<file path="config.mk">
export PLATFORM = sky130hd
export DESIGN_NAME = decoder_scan
export DESIGN_NICKNAME = d
export VERILOG_FILES = /design/src/rtl/decoder_pkg.sv /design/src/rtl/decoder_tick.sv /design/src/rtl/decoder_scan.sv
export SDC_FILE = /design/constraint.sdc
export NUM_CORES = 1
export LEC_CHECK = 0
export CAP_MARGIN = 10
export CORE_MARGIN = 2
export CORE_UTILIZATION = 47
export CTS_BUF_LIST = sky130_fd_sc_hd__clkbuf_16
export DETAILED_ROUTE_END_ITERATION = 12
export PLACE_DENSITY_LB_ADDON = 0.1
export SLEW_MARGIN = 10
export SYNTH_ARGS = -nofsm -noshare
export SYNTH_HDL_FRONTEND = slang
export SYNTH_SLANG_ARGS = --single-unit
</file>
<file path="constraint.sdc">
create_clock -name i_clk -period 3.4 [get_ports i_clk]
set_input_delay 0.68 -clock i_clk [delete_from_list [all_inputs] [get_ports i_clk]]
set_output_delay 0.68 -clock i_clk [all_outputs]
set_load 0.05 [all_outputs]
</file>
<file path="src/rtl/decoder_pkg.sv">
`default_nettype none
// ============================================================================
// Module      : decoder_pkg
// Description : Shared definitions for the decoder_scan block: mode encodings
//               and default widths for the select index and scan prescaler.
// Revision    : 1.0 - initial release
// ============================================================================
package decoder_pkg;

    // Default select/index width (decoded output is 2**SEL_W bits wide)
    localparam int SEL_W_DEF = 3;
    // Default scan prescaler width
    localparam int DIV_W_DEF = 16;

    // Operating mode encodings carried on i_mode
    localparam logic MODE_DIRECT = 1'b0;
    localparam logic MODE_SCAN   = 1'b1;

endpackage : decoder_pkg
`default_nettype wire

</file>
<file path="src/rtl/decoder_tick.sv">
`default_nettype none
// ============================================================================
// Module      : decoder_tick
// Description : Scan-step prescaler. Counts 0..i_div while running and
//               raises o_tick on the cycle the count reaches (or exceeds)
//               i_div, then restarts from 0. A lowered i_div therefore takes
//               effect at once. i_clr zeroes the count and suppresses the tick.
// Ports       : i_clk   - clock, rising-edge active
//               i_rst_n - asynchronous active-low reset
//               i_run   - count enable; count holds when low
//               i_clr   - synchronous clear, wins over i_run
//               i_div   - step period minus one, in clocks
//               o_tick  - combinational step strobe for the current cycle
// Revision    : 1.0 - initial release
// ============================================================================
module decoder_tick #(
    parameter int DIV_W = 16
) (
    input  logic             i_clk,
    input  logic             i_rst_n,
    input  logic             i_run,
    input  logic             i_clr,
    input  logic [DIV_W-1:0] i_div,
    output logic             o_tick
);

    logic [DIV_W-1:0] r_cnt;

    // >= rather than == so that shrinking i_div below the current count
    // ticks immediately instead of running all the way round.
    assign o_tick = i_run & ~i_clr & (r_cnt >= i_div);

    always_ff @(posedge i_clk or negedge i_rst_n) begin
        if (!i_rst_n) begin
            r_cnt <= '0;
        end else if (i_clr) begin
            r_cnt <= '0;
        end else if (i_run) begin
            if (o_tick) begin
                r_cnt <= '0;
            end else begin
                r_cnt <= r_cnt + DIV_W'(1);
            end
        end
    end

endmodule : decoder_tick
`default_nettype wire

</file>
<file path="src/rtl/decoder_scan.sv">
`default_nettype none
// ============================================================================
// Module      : decoder_scan
// Description : Registered N-to-2**N decoder with direct-select and automatic
//               scan modes. The decoded one-hot vector is registered; only the
//               output polarity (i_opt) is applied combinationally.
// Ports       : i_clk   - clock, rising-edge active
//               i_rst_n - asynchronous active-low reset
//               i_en    - enable; low blanks o_y and freezes scan state
//               i_mode  - 0 direct decode of i_sel, 1 automatic scan
//               i_sel   - direct-mode select
//               i_last  - highest index visited while scanning
//               i_div   - scan step period minus one, in clocks
//               i_opt   - 0 active-low one-cold, 1 active-high one-hot
//               o_y     - decoded output
//               o_idx   - index currently driven on o_y
//               o_wrap  - one-cycle pulse when the scan returns to index 0
// Revision    : 1.0 - initial release
// ============================================================================
module decoder_scan
    import decoder_pkg::*;
#(
    parameter int SEL_W = SEL_W_DEF,
    parameter int DIV_W = DIV_W_DEF
) (
    input  logic                 i_clk,
    input  logic                 i_rst_n,
    input  logic                 i_en,
    input  logic                 i_mode,
    input  logic [SEL_W-1:0]     i_sel,
    input  logic [SEL_W-1:0]     i_last,
    input  logic [DIV_W-1:0]     i_div,
    input  logic                 i_opt,
    output logic [2**SEL_W-1:0]  o_y,
    output logic [SEL_W-1:0]     o_idx,
    output logic                 o_wrap
);

    localparam int OUT_W = 2**SEL_W;

    logic [OUT_W-1:0] r_hot;
    logic [SEL_W-1:0] r_idx;
    logic             r_wrap;
    logic             r_mode_prev;

    logic             w_scan;
    logic             w_mode_start;
    logic             w_run;
    logic             w_tick;
    logic             w_at_last;
    logic [SEL_W-1:0] w_next_idx;

    function automatic logic [OUT_W-1:0] onehot(input logic [SEL_W-1:0] idx);
        logic [OUT_W-1:0] v;
        v      = '0;
        v[idx] = 1'b1;
        return v;
    endfunction

    // The previous mode is only sampled while enabled, so a switch into scan
    // made while disabled still restarts the scan once enable returns.
    assign w_scan       = (i_mode == MODE_SCAN);
    assign w_mode_start = i_en & w_scan & (r_mode_prev == MODE_DIRECT);
    assign w_run        = i_en & w_scan & ~w_mode_start;

    assign w_at_last  = (r_idx >= i_last);
    assign w_next_idx = w_at_last ? '0 : r_idx + SEL_W'(1);

    decoder_tick #(
        .DIV_W (DIV_W)
    ) u_tick (
        .i_clk   (i_clk),
        .i_rst_n (i_rst_n),
        .i_run   (w_run),
        .i_clr   (w_mode_start),
        .i_div   (i_div),
        .o_tick  (w_tick)
    );

    always_ff @(posedge i_clk or negedge i_rst_n) begin
        if (!i_rst_n) begin
            r_hot       <= '0;
            r_idx       <= '0;
            r_wrap      <= 1'b0;
            r_mode_prev <= MODE_DIRECT;
        end else if (!i_en) begin
            // Blank the output; index and mode history hold.
            r_hot  <= '0;
            r_wrap <= 1'b0;
        end else begin
            r_mode_prev <= i_mode;
            if (!w_scan) begin
                r_hot  <= onehot(i_sel);
                r_idx  <= i_sel;
                r_wrap <= 1'b0;
            end else if (w_mode_start) begin
                // Entering scan restarts at index 0; no step on this edge.
                r_hot  <= onehot('0);
                r_idx  <= '0;
                r_wrap <= 1'b0;
            end else if (w_tick) begin
                r_hot  <= onehot(w_next_idx);
                r_idx  <= w_next_idx;
                r_wrap <= w_at_last;
            end else begin
                // Regenerate from the held index (needed after re-enable).
                r_hot  <= onehot(r_idx);
                r_wrap <= 1'b0;
            end
        end
    end

    assign o_y    = i_opt ? r_hot : ~r_hot;
    assign o_idx  = r_idx;
    assign o_wrap = r_wrap;

endmodule : decoder_scan
`default_nettype wire

</file>
==> results of run 1 <==
## layer usage
metal  vias up  routed length [µm]
met3         4                 257
met4         0                  42
met1       936                2578
li1       1042                   -
met5         -                   0
met2        57                2238
## worst paths after layout
check | end | from | slack [ps]
min reg2reg | u_tick.r_cnt[15] | u_tick.r_cnt[15] | 550
max | r_hot[4] | i_div[15] | 220
min in group asynchronous | u_tick.r_cnt[15] | i_rst_n | 800
max reg2reg | r_hot[4] | u_tick.r_cnt[12] | 680
max in group asynchronous | u_tick.r_cnt[2] | i_rst_n | 2320
min | u_tick.r_cnt[15] | u_tick.r_cnt[15] | 550
## where the power goes
part | internal (mW) | switching (mW) | leakage [nW]
combinational | 0.111 | 0.165 | 0.835
clock | 0.263 | 0.144 | 0.0687
sequential | 0.361 | 0.0232 | 0.393
total | 0.735 | 0.333 | 1.30
## cells in the mapped netlist (3+ instances only)
cell type / number / area share
clkbuf_1: 4 / 0.0067
o21ai_0: 16 / 0.036
nor3b_2: 4 / 0.022
ha_1: 21 / 0.12
and2_1: 4 / 0.011
dfrtp_1: 29 / 0.33
nand2b_1: 3 / 0.0084
nand3_1: 10 / 0.022
inv_1: 23 / 0.039
nand4_1: 12 / 0.034
nor3_1: 9 / 0.020
nor2_1: 8 / 0.013
xnor2_1: 9 / 0.035
or3_1: 5 / 0.014
a21oi_1: 12 / 0.027
and3_1: 6 / 0.017
or4_1: 3 / 0.010
o21a_1: 3 / 0.010
a31oi_1: 5 / 0.014
nand2_1: 21 / 0.035
a21o_1: 7 / 0.024
nor4_1: 3 / 0.0084
## cells by family after synthesis
group | count (synthesis)
AND/OR/NAND/NOR | 98
AO/OA/AOI/OAI | 62
buffers and inverters | 32
flip-flops | 29
adder cells (fa/ha/maj) | 21
XOR/XNOR | 11
multiplexers | 2
## flip-flops by register name (all words and copies together), names as in the netlist
name	count
u_tick.r_cnt	16
r_hot	8
o_idx	3
o_wrap	1
r_mode_prev	1
## layout make-up
class | count | area, µm² | area share
flip-flops and latches | 29 | 725.7 | 0.2569
multi-input cells | 194 | 1365 | 0.4832
repair buffers | 49 | 442.9 | 0.1568
clock buffers | 5 | 125.1 | 0.04429
clock inverters | 3 | 12.51 | 0.004429
inverters | 23 | 86.33 | 0.03056
well taps | 54 | 67.56 | 0.02391
## worst max-delay path: cells and delay by family
family                     cells  cell delay [ps]
adders and majority gates      1              300
AOI/OAI and AO/OA              1              170
and+or+nand+nor                5             1730
buffers and inverters          2              490
## stage by stage
stage	hold slack, ps	total power [mW]	cells	util	setup slack [ps]
finish	547.9	1.068	357	0.6062	221.6
global route	561.6	1.121	357	0.6062	86.18
CTS	551.6	1.073	357	0.6062	244.0
detailed placement	532.0	0.6630	349	0.5766	16.76
global placement	531.6	0.6627	349	0.5766	47.91
floorplan	384.4	0.5572	255	-	635.1
==> metrics.md, run 1 <==
| Metric | Value |
|---|---|
| Run status | complete, no violations |
| Placed Area | 2688 µm² |
| Worst slew pin tran | around 540 ps |
| Fin. max-slew vios | 0 |
| Finish-stage setup viols | 0 |
| Largest net degree at the start of global routing | 30 |
| Met1 Resource Use GR | 0.3158 |
| CTS tree | built |
| Post-cts sizing count | 0 |
| Gr ovfl total | 0 |
| N_diodes | 0 |
| Post-CTS Setup Inserts | 0 |
| HPWL Detailed | between 3000 and 4000 µm |
| Synth warnings | 0 |
| Remaining DRCs | 0 |
| CP Class | in2reg |
| Cell mode on critical path | or3_1 |
| Fillers | roughly 420 |
| Root Buffer | clkbuf_16 |
| Slew margin rel. | 0.6339 |
| GP Congestion | 0.8797 |
| Routed WL | slightly above 5000 µm |
| Core outline area | 4661 µm² |
| Sequential area share after synthesis | 0.3257 |
| Clock-pin slew on the worst setup and hold paths | roughly 50 ps |
| RSZ-0062 raised after global routing | false |
| TritonCTS buffer count | 5 |
| Most Crowded Layer GR | met1 |
| Buffers added on ports | 38 |
| Largest fanout on the critical path | 13 |
| Initial DRC Count | 127 |
| Post-synth EDFFs | 0 |
| Maximum vdd drop | 0.3358 mV |
| Post-DRT Antenna Nets | 0 |
| Worst Path Required | ~3600 ps |
| Mapped Area | 2228 µm² |
| Simple-Gate Fraction of Synth Area | 0.2555 |
| Post-synthesis adder-cell area fraction | 0.1179 |
| CTS Hold Bufs | 0 |
| FMAX | around 310 MHz |
| Final-report hold violation count | 0 |
| Core Rows | 25 |
| Maximum buffer depth of the clock tree | 2 |
| Final TNS setup | 0 ps |
| Drt pass-1 iters | 4 |
| Unique masters post-synth | 50 |
| Period Utilization, post-route | 0.9348 |
| Layout Nets | 350 |
| H-tree depth | 2 |
| Via density | 5.711 |
| Vias | 2,039 |
| Most frequent cells in the layout | 30 x clkdlybuf4s50_1, 29 x dfrtp_1, 23 x inv_1 |
| Ys async rst share | 1.000 |
| Commonest non-fill, non-tap cell in the layout | clkdlybuf4s50_1 |
| Post-synthesis mux area share | 0.008984 |
| CP startpoint kind | primary input |
| Ys flop type | dfrtp_1 |
| Hold path cells | 2 |
| Fin area | 2825 µm² |
| Met2 GRT Util | 0.3081 |
| Max Cap Viol | 0 |
| Die Span Y | 72.86 µm |
| DR WL/cell | 14.33 µm |
| Mean Syn Cell Area | 8.739 µm² |
| Crit-path cells | clkdlybuf4s50_1 -> inv_1 -> ha_1 -> nand4_1 -> or3_1 -> or3_1 -> and3_1 -> nor4b_1 -> a311o_1 |
| Met3 Usage GRT | 0.04282 |
| Gate Count Post-Synth | ~260 |
| Clock Sinks | 29 |
| Reg2reg path depth | 7 |
| Skew-Pair Late Insertion Delay | 270 ps |
| Tmin final | 3178 ps |
| Slowest cell delay on critical path | around 450 ps |
| GRT Util Overall | 0.2115 |
| Syn_nets | approximately 300 |
| First-pass GRT wire length | 8659 µm |
| Crit. End Element | register |
| Synth Area in XOR/XNOR | 0.04323 |
| I/O pin total | 39 |
| Area growth from synthesis to layout | 26.78% |
| Flops & latches, synth | 29 |
| Combinational family with the most area after synthesis | simple AND/OR/NAND/NOR gates |
| Share of layout cells above drive strength 1 | 0.1155 |
| HP Class | reg2reg |
| Die W | around 73 µm |
| Critical-path top delay cell | clkdlybuf4s50_1 |
| DIE AREA | 5308 µm² |
| PwrDens | around 380 nW/µm² |
| Compound-Gate Fraction of Synth Area | 0.1870 |
| Final Skew | 4.494 ps |
| Pleak | 1.297 nW |
| Starting density of the core | 0.4781 |
| CP arrival | 3380 ps |
| Initial antenna violation count | 0 |
| Number of global-route vias before repair | between 1,500 and 2,000 |
(Power assumes the default switching activity.)
==> inputs of run 2 (changes only) <==
Settings changed: SKIP_LAST_GASP from default to 1.
==> results of run 2 <==
No change in the layout: final DEF, timing and power equal those of run 1.
==> inputs of run 3 (changes only) <==
Settings changed: HOLD_SLACK_MARGIN from default to 0.03.
==> results of run 3 <==
No change in the layout: final DEF, timing and power equal those of run 1.
